`src/rtl/posit_serial_decode.sv`:
```
// -----------------------------------------------------------------------------
// posit_serial_decode
//   Multi-cycle posit decoder. A packed posit word is accepted over a
//   valid/ready handshake, its regime run is scanned one bit per clock, and the
//   unpacked fields are then held on a second valid/ready handshake until the
//   consumer takes them. Only one word is in flight at a time.
//
// Ports
//   clock        rising-edge clock
//   resetn       synchronous active-low reset
//   in_valid     input word offered
//   in_ready     decoder idle and able to accept
//   in_bits      packed posit word [WIDTH-1:0]
//   out_valid    decoded fields presented
//   out_ready    consumer accepts the fields
//   out_isZero   word was all zeros
//   out_isInf    word was NaR (1 followed by zeros)
//   out_sign     sign of the value
//   out_exponent signed unbiased exponent (k*2^ES + e)
//   out_fraction fraction bits after the hidden 1, MSB first
// -----------------------------------------------------------------------------
module posit_serial_decode #(
    parameter int WIDTH     = 8,
    parameter int ES        = 1,
    parameter int EXP_BITS  = $clog2(WIDTH) + ES + 1,
    parameter int FRAC_BITS = WIDTH - 3 - ES
) (
    input  logic                       clock,
    input  logic                       resetn,
    input  logic                       in_valid,
    output logic                       in_ready,
    input  logic [WIDTH-1:0]           in_bits,
    output logic                       out_valid,
    input  logic                       out_ready,
    output logic                       out_isZero,
    output logic                       out_isInf,
    output logic                       out_sign,
    output logic signed [EXP_BITS-1:0] out_exponent,
    output logic [FRAC_BITS-1:0]       out_fraction
);

    localparam int MW = $clog2(WIDTH);   // run-count width; holds up to WIDTH-1
    localparam int SW = WIDTH - 1;       // shift register holds the word minus its sign
    localparam logic signed [EXP_BITS-1:0] EXP_ONE = EXP_BITS'(1);

    typedef enum logic [1:0] {IDLE, SCAN, FORMAT, OUT} state_t;

    state_t                       st_q, st_d;
    logic [SW-1:0]                sr_q, sr_d;
    logic [MW-1:0]                m_q, m_d;
    logic                         r0_q, r0_d;
    logic                         in_ready_q, in_ready_d;
    logic                         out_valid_q, out_valid_d;
    logic                         zero_q, zero_d;
    logic                         inf_q, inf_d;
    logic                         sign_q, sign_d;
    logic signed [EXP_BITS-1:0]   exp_q, exp_d;
    logic [FRAC_BITS-1:0]         frac_q, frac_d;

    logic                         accept;
    logic [SW-1:0]                sr_t;
    logic [SW-1:0]                e_full;
    logic signed [EXP_BITS-1:0]   m_s, k_s, e_s, exp_s;

    always_comb begin
        st_d        = st_q;
        sr_d        = sr_q;
        m_d         = m_q;
        r0_d        = r0_q;
        in_ready_d  = in_ready_q;
        out_valid_d = out_valid_q;
        zero_d      = zero_q;
        inf_d       = inf_q;
        sign_d      = sign_q;
        exp_d       = exp_q;
        frac_d      = frac_q;

        accept = in_valid && in_ready_q && (st_q == IDLE);

        // Field extraction used by FORMAT. A bit that differs from r0 at the
        // MSB is the regime terminator and is dropped; when the run reached
        // the word end the register is already all zeros, so dropping a bit
        // there is harmless.
        sr_t   = (sr_q[SW-1] != r0_q) ? {sr_q[SW-2:0], 1'b0} : sr_q;
        e_full = sr_t >> (SW - ES);
        m_s    = $signed({{(EXP_BITS-MW){1'b0}}, m_q});
        k_s    = r0_q ? (m_s - EXP_ONE) : -m_s;
        e_s    = $signed(EXP_BITS'(e_full));
        exp_s  = (k_s <<< ES) + e_s;

        case (st_q)
            IDLE: begin
                in_ready_d = 1'b1;
                if (accept) begin
                    in_ready_d = 1'b0;
                    if (in_bits == '0) begin
                        zero_d = 1'b1; inf_d = 1'b0; sign_d = 1'b0;
                        exp_d = '0; frac_d = '0;
                        out_valid_d = 1'b1;
                        st_d = OUT;
                    end else if (in_bits == {1'b1, {(WIDTH-1){1'b0}}}) begin
                        zero_d = 1'b0; inf_d = 1'b1; sign_d = 1'b0;
                        exp_d = '0; frac_d = '0;
                        out_valid_d = 1'b1;
                        st_d = OUT;
                    end else begin
                        sign_d = in_bits[WIDTH-1];
                        // Low WIDTH-1 bits of the two's complement magnitude.
                        sr_d = in_bits[WIDTH-1] ? (~in_bits[WIDTH-2:0] + SW'(1))
                                                : in_bits[WIDTH-2:0];
                        r0_d = in_bits[WIDTH-1] ? (~in_bits[WIDTH-2:0] + SW'(1)) >> (SW-1) != '0
                                                : in_bits[WIDTH-2];
                        m_d  = '0;
                        st_d = SCAN;
                    end
                end
            end
            SCAN: begin
                sr_d = {sr_q[SW-2:0], 1'b0};
                m_d  = m_q + MW'(1);
                // sr_q[SW-2] becomes the new MSB after this shift.
                if ((sr_q[SW-2] != r0_q) || (m_q + MW'(1) == MW'(SW))) begin
                    st_d = FORMAT;
                end
            end
            FORMAT: begin
                zero_d      = 1'b0;
                inf_d       = 1'b0;
                exp_d       = exp_s;
                frac_d      = sr_t[SW-1-ES -: FRAC_BITS];
                out_valid_d = 1'b1;
                st_d        = OUT;
            end
            OUT: begin
                if (out_ready) begin
                    out_valid_d = 1'b0;
                    in_ready_d  = 1'b1;
                    st_d        = IDLE;
                end
            end
            default: st_d = IDLE;
        endcase
    end

    always_ff @(posedge clock) begin
        if (!resetn) begin
            st_q        <= IDLE;
            in_ready_q  <= 1'b0;
            out_valid_q <= 1'b0;
            zero_q      <= 1'b0;
            inf_q       <= 1'b0;
            sign_q      <= 1'b0;
            exp_q       <= '0;
            frac_q      <= '0;
        end else begin
            st_q        <= st_d;
            in_ready_q  <= in_ready_d;
            out_valid_q <= out_valid_d;
            zero_q      <= zero_d;
            inf_q       <= inf_d;
            sign_q      <= sign_d;
            exp_q       <= exp_d;
            frac_q      <= frac_d;
        end
    end

    // Scan datapath; its contents are only meaningful after an accept.
    always_ff @(posedge clock) begin
        sr_q <= sr_d;
        m_q  <= m_d;
        r0_q <= r0_d;
    end

    assign in_ready     = in_ready_q;
    assign out_valid    = out_valid_q;
    assign out_isZero   = zero_q;
    assign out_isInf    = inf_q;
    assign out_sign     = sign_q;
    assign out_exponent = exp_q;
    assign out_fraction = frac_q;

endmodule

```
`config.mk`:
```
export PLATFORM = sky130hd
export DESIGN_NAME = posit_serial_decode
export DESIGN_NICKNAME = d
export VERILOG_FILES = /design/src/rtl/posit_serial_decode.sv
export SDC_FILE = /design/constraint.sdc
export NUM_CORES = 1
export LEC_CHECK = 0
export ABC_AREA = 0
export CORE_MARGIN = 2
export CORE_UTILIZATION = 40
export DETAILED_ROUTE_END_ITERATION = 10
export PLACE_DENSITY = 0.66
export SLEW_MARGIN = 0
export SYNTH_ARGS = -nofsm -noshare
export SYNTH_HDL_FRONTEND = slang
export SYNTH_SLANG_ARGS = --single-unit
```
`constraint.sdc`:
```
create_clock -name clock -period 2 [get_ports clock]
set_input_delay 0.4 -clock clock [delete_from_list [all_inputs] [get_ports clock]]
set_output_delay 0.4 -clock clock [all_outputs]
set_load 0.1 [all_outputs]
```
==> out/metrics.yaml <==
power_and_ir_drop:
  power_frac_seq: 0.365
  p_sw_mw: 0.924
  swShare: 0.407
  p_leak_nw: 0.894
  p_clk_frac: 0.134
  intPower_mw: 1.35
  ir_worst_vdd_v: 0.000424
  powerDensity_nw_per_um2: 1090
  power_frac_comb: 0.501
  finalPower_mw: 2.27
clock_tree:
  cts_buffers: 3
  cts_tree: "yes"
  clock-root-buffer: "clkbuf_8"
  clk_latency_ns: 0.26
  cts_sinks: 27
  clk_pin_slew_ns: 0.09
  cts_hold_buf: 0
  cts_max_path_buffers: 2
  cts_max_level: 1
critical_path:
  rrSetupSlack_ns: 0.17
  startpoint: "in_bits[1]"
  r2r_cells: 6
  critPathCaptureType: "flop"
  r2r_end: "st_q[0]"
  startpoint_type: "input pin"
  crit_family: "simple AND/OR/NAND/NOR gates"
  slowest_delay_ns: 0.48
  worst-path-buf-inv: 2
  crit_type: "in2reg"
  critPathSlowestCell: "or4b_4"
  required_ns: 2.21
  path_cells: "clkdlybuf4s15_1 > inv_2 > ha_4 > or4b_4 > or2_4 > or4_4 > a21oi_2"
  crit_arrival_ns: 2.15
  path_max_fanout: 3
  r2r_start: "m_q[1]"
yosys:
  avgSynthCellArea_sq_um: 9.74
  syn_nets: 176
  syn_inst: 153
  yosysWarnings: 0
  synth.area.top_cells: "edfxtp_1 (22%), dfxtp_1 (21%), ha_1 (9.2%)"
  synth_cell_types: 33
  synth_top_cell_by_area: "edfxtp_1"
  synth_top_area_frac: 0.222
  synth_seq_area_share: 0.437
  syn_area_sq_um: 1490
  ys_ff_latch: 27
route:
  viasPerCell: 4.88
  drtIter0Drc: 48
  wire_per_inst_um: 12.3
  drt-total-wl_um: 3180
  dr.pass1.iters: 4
  antenna_left: 0
  drc: 0
  vias: 1258
die:
  die_y_um: 65.0
  start_util: 0.410
  die-area_sq_um: 4230
  io_pins: 26
  fp.coreArea_sq_um: 3630
  num_rows: 22
  die_x_um: 65.0
global_routing:
  grt_first_pass_wirelength_um: 5490
  grt_usage: 0.165
  grt_max_degree: 19
  grt-ovfl-total: 0
  antenna_found_initial: 0
  grt_pass1_vias: 1257
cells_and_area:
  nFillCells: 328
  fin_cells: 258
  ff_latch_area_sq_um: 652
  multi_input_comb_area_sq_um: 815
  fin_nets: 234
  final_util: 0.571
  drive_gt1_frac: 0.329
  fin_area_sq_um: 2080
  diodes: 0
  area_growth_pct: 39.3
sta:
  setup_ws_ns: 0.0558
  slew_headroom: 0.699
  post-route-period-util: 0.972
  drv_slew: 0
  fin_crit_ns: 1.94
  tightest_slew_ns: 0.450
  setup_viol: 0
  rsz0062_at_grt: "no"
  fmax_ghz: 0.514
  final-hold-violation-count: 0
  fin_skew_ns: 0.00482
flow_run:
  drv_cap: 0
outcome:
  status: "finished clean"
placed_design:
  io_buffers: 25
  post_dp_cell_area_sq_um: 1900
  dp.final_hpwl_um: 2410
  place.gp.congestion: 0.763
  dp.cells: 241
  place_ws_ns: -0.533
min_path:
  hold_path.class: "reg2reg"
  holdPathEnd: "out_sign"
  min_delay_path_depth: 2
  holdCritStartpoint: "out_sign"
-- worst reg2reg max path, delay by kind of cell, from the launching register on --
kind | cells | cell delay (ns)
DFF | 1 | 0.45
AOI/OAI and AO/OA | 1 | 0.12
buffers and inverters | 1 | 0.16
adders and majority gates | 1 | 0.22
and+or+nand+nor | 2 | 0.57
xor gates and xnor gates | 1 | 0.22
-- worst max-delay path by stage --
stage / end / slack (ns) / cells past startpoint
after global routing: out_valid / 0.01 / 8
after floorplan: out_exponent[3] / 0.006 / 8
after global placement: out_isZero / -0.45 / 7
after CTS: out_isZero / 0.01 / 7
final: out_isZero / 0.06 / 7
after detailed placement: out_fraction[2] / -0.53 / 7
-- power by group through the flow --
stage / Combinational, mW / Clock (mW) / Sequential, mW
6_report: 1.14 / 0.303 / 0.829
5_1_grt: 1.27 / 0.339 / 0.846
4_1_cts: 1.12 / 0.315 / 0.829
3_5_place_dp: 1.09 / 0 / 0.842
3_3_place_gp: 1.06 / 0 / 0.832
2_1_floorplan: 0.609 / 0 / 0.998
-- cell usage after synthesis (all sizes together) --
library cell / instances
a21o: 1
nor3: 1
mux2: 2
or4: 2
a211oi: 2
mux2i: 7
o311a: 1
o41ai: 2
or4b: 1
or2: 2
or3: 1
edfxtp: 11
and3: 1
ha: 11
dfxtp: 16
o31ai: 8
xnor2: 6
nand2b: 2
o22ai: 2
nor2b: 2
clkbuf: 2
nand2: 13
o21ai: 11
xor2: 6
a21oi: 4
nand3: 11
inv: 11
o32a: 1
and2: 2
nor2: 7
buf: 4
-- repair_timing --
| item | 4_1_cts | 5_1_grt |
|---|---|---|
| setup buffers | 13 | 0 |
| gates resized for setup | 11 | 9 |
| pin swaps | 6 | 5 |
| cloned | 0 | 0 |
| endpoints found under the hold margin | 0 | 0 |
| endpoints found under the setup margin | 13 | 6 |
-- cell usage in the layout, fill, tap and decap left out, types with 2 or more instances in the layout --
cell type and instances:
a21oi_1 3, nor2_1 6, xor2_1 6, ha_1 9, inv_1 9, inv_2 2
nand2b_1 2, clkbuf_8 3, nand3_1 11, dlygate4sd2_1 3, and2_1 2, dfxtp_1 15
nand2_1 13, mux2i_1 7, o22ai_1 2, mux2_2 2, clkdlybuf4s50_1 6, buf_4 48
edfxtp_1 11, xnor2_1 6, nor2b_1 2, o31ai_1 7, o21ai_0 10
-- layer usage --
| layer | global-route usage | vias up | part of all wire |
|---|---|---|---|
| met3 | 0.0382 | 2 | 0.032 |
| met4 | 0.0313 | 0 | 0.0069 |
| met5 | 0 | - | 0 |
| met1 | 0.196 | 581 | 0.45 |
| li1 | - | 655 | - |
| met2 | 0.305 | 20 | 0.51 |
-- area by class of cell --
cell class,instances,area share
Multi-Input combinational cell,109,0.392
Sequential cell,27,0.314
Timing Repair Buffer,59,0.222
Tap cell,48,0.0289
Clock buffer,4,0.0223
Inverter,11,0.0199
-- per-stage QoR --
step | hold slack [ns] | setup TNS, ns
global placement | 0.443 | -7.99
global route | 0.491 | 0
finish | 0.457 | 0
floorplan | 0.500 | 0
CTS | 0.461 | 0
detailed placement | 0.448 | -9.16
-- logic make-up after synthesis --
family,count (synthesis),synth area share
simple gates,45,0.154
fa+ha+maj,11,0.0924
xor+xnor,12,0.0705
flops,27,0.437
compound gates,32,0.139
buf+inv,17,0.0453
mux,9,0.0621
-- registers in the layout, summed over array words and instances (netlist names) --
signal        flops
out_exponent      5
out_valid         1
r0_q              1
out_sign          1
out_isInf         1
m_q               3
out_fraction      4
st_q              2
out_isZero        1
in_ready          1
sr_q              7
(Power assumes the default switching activity.)
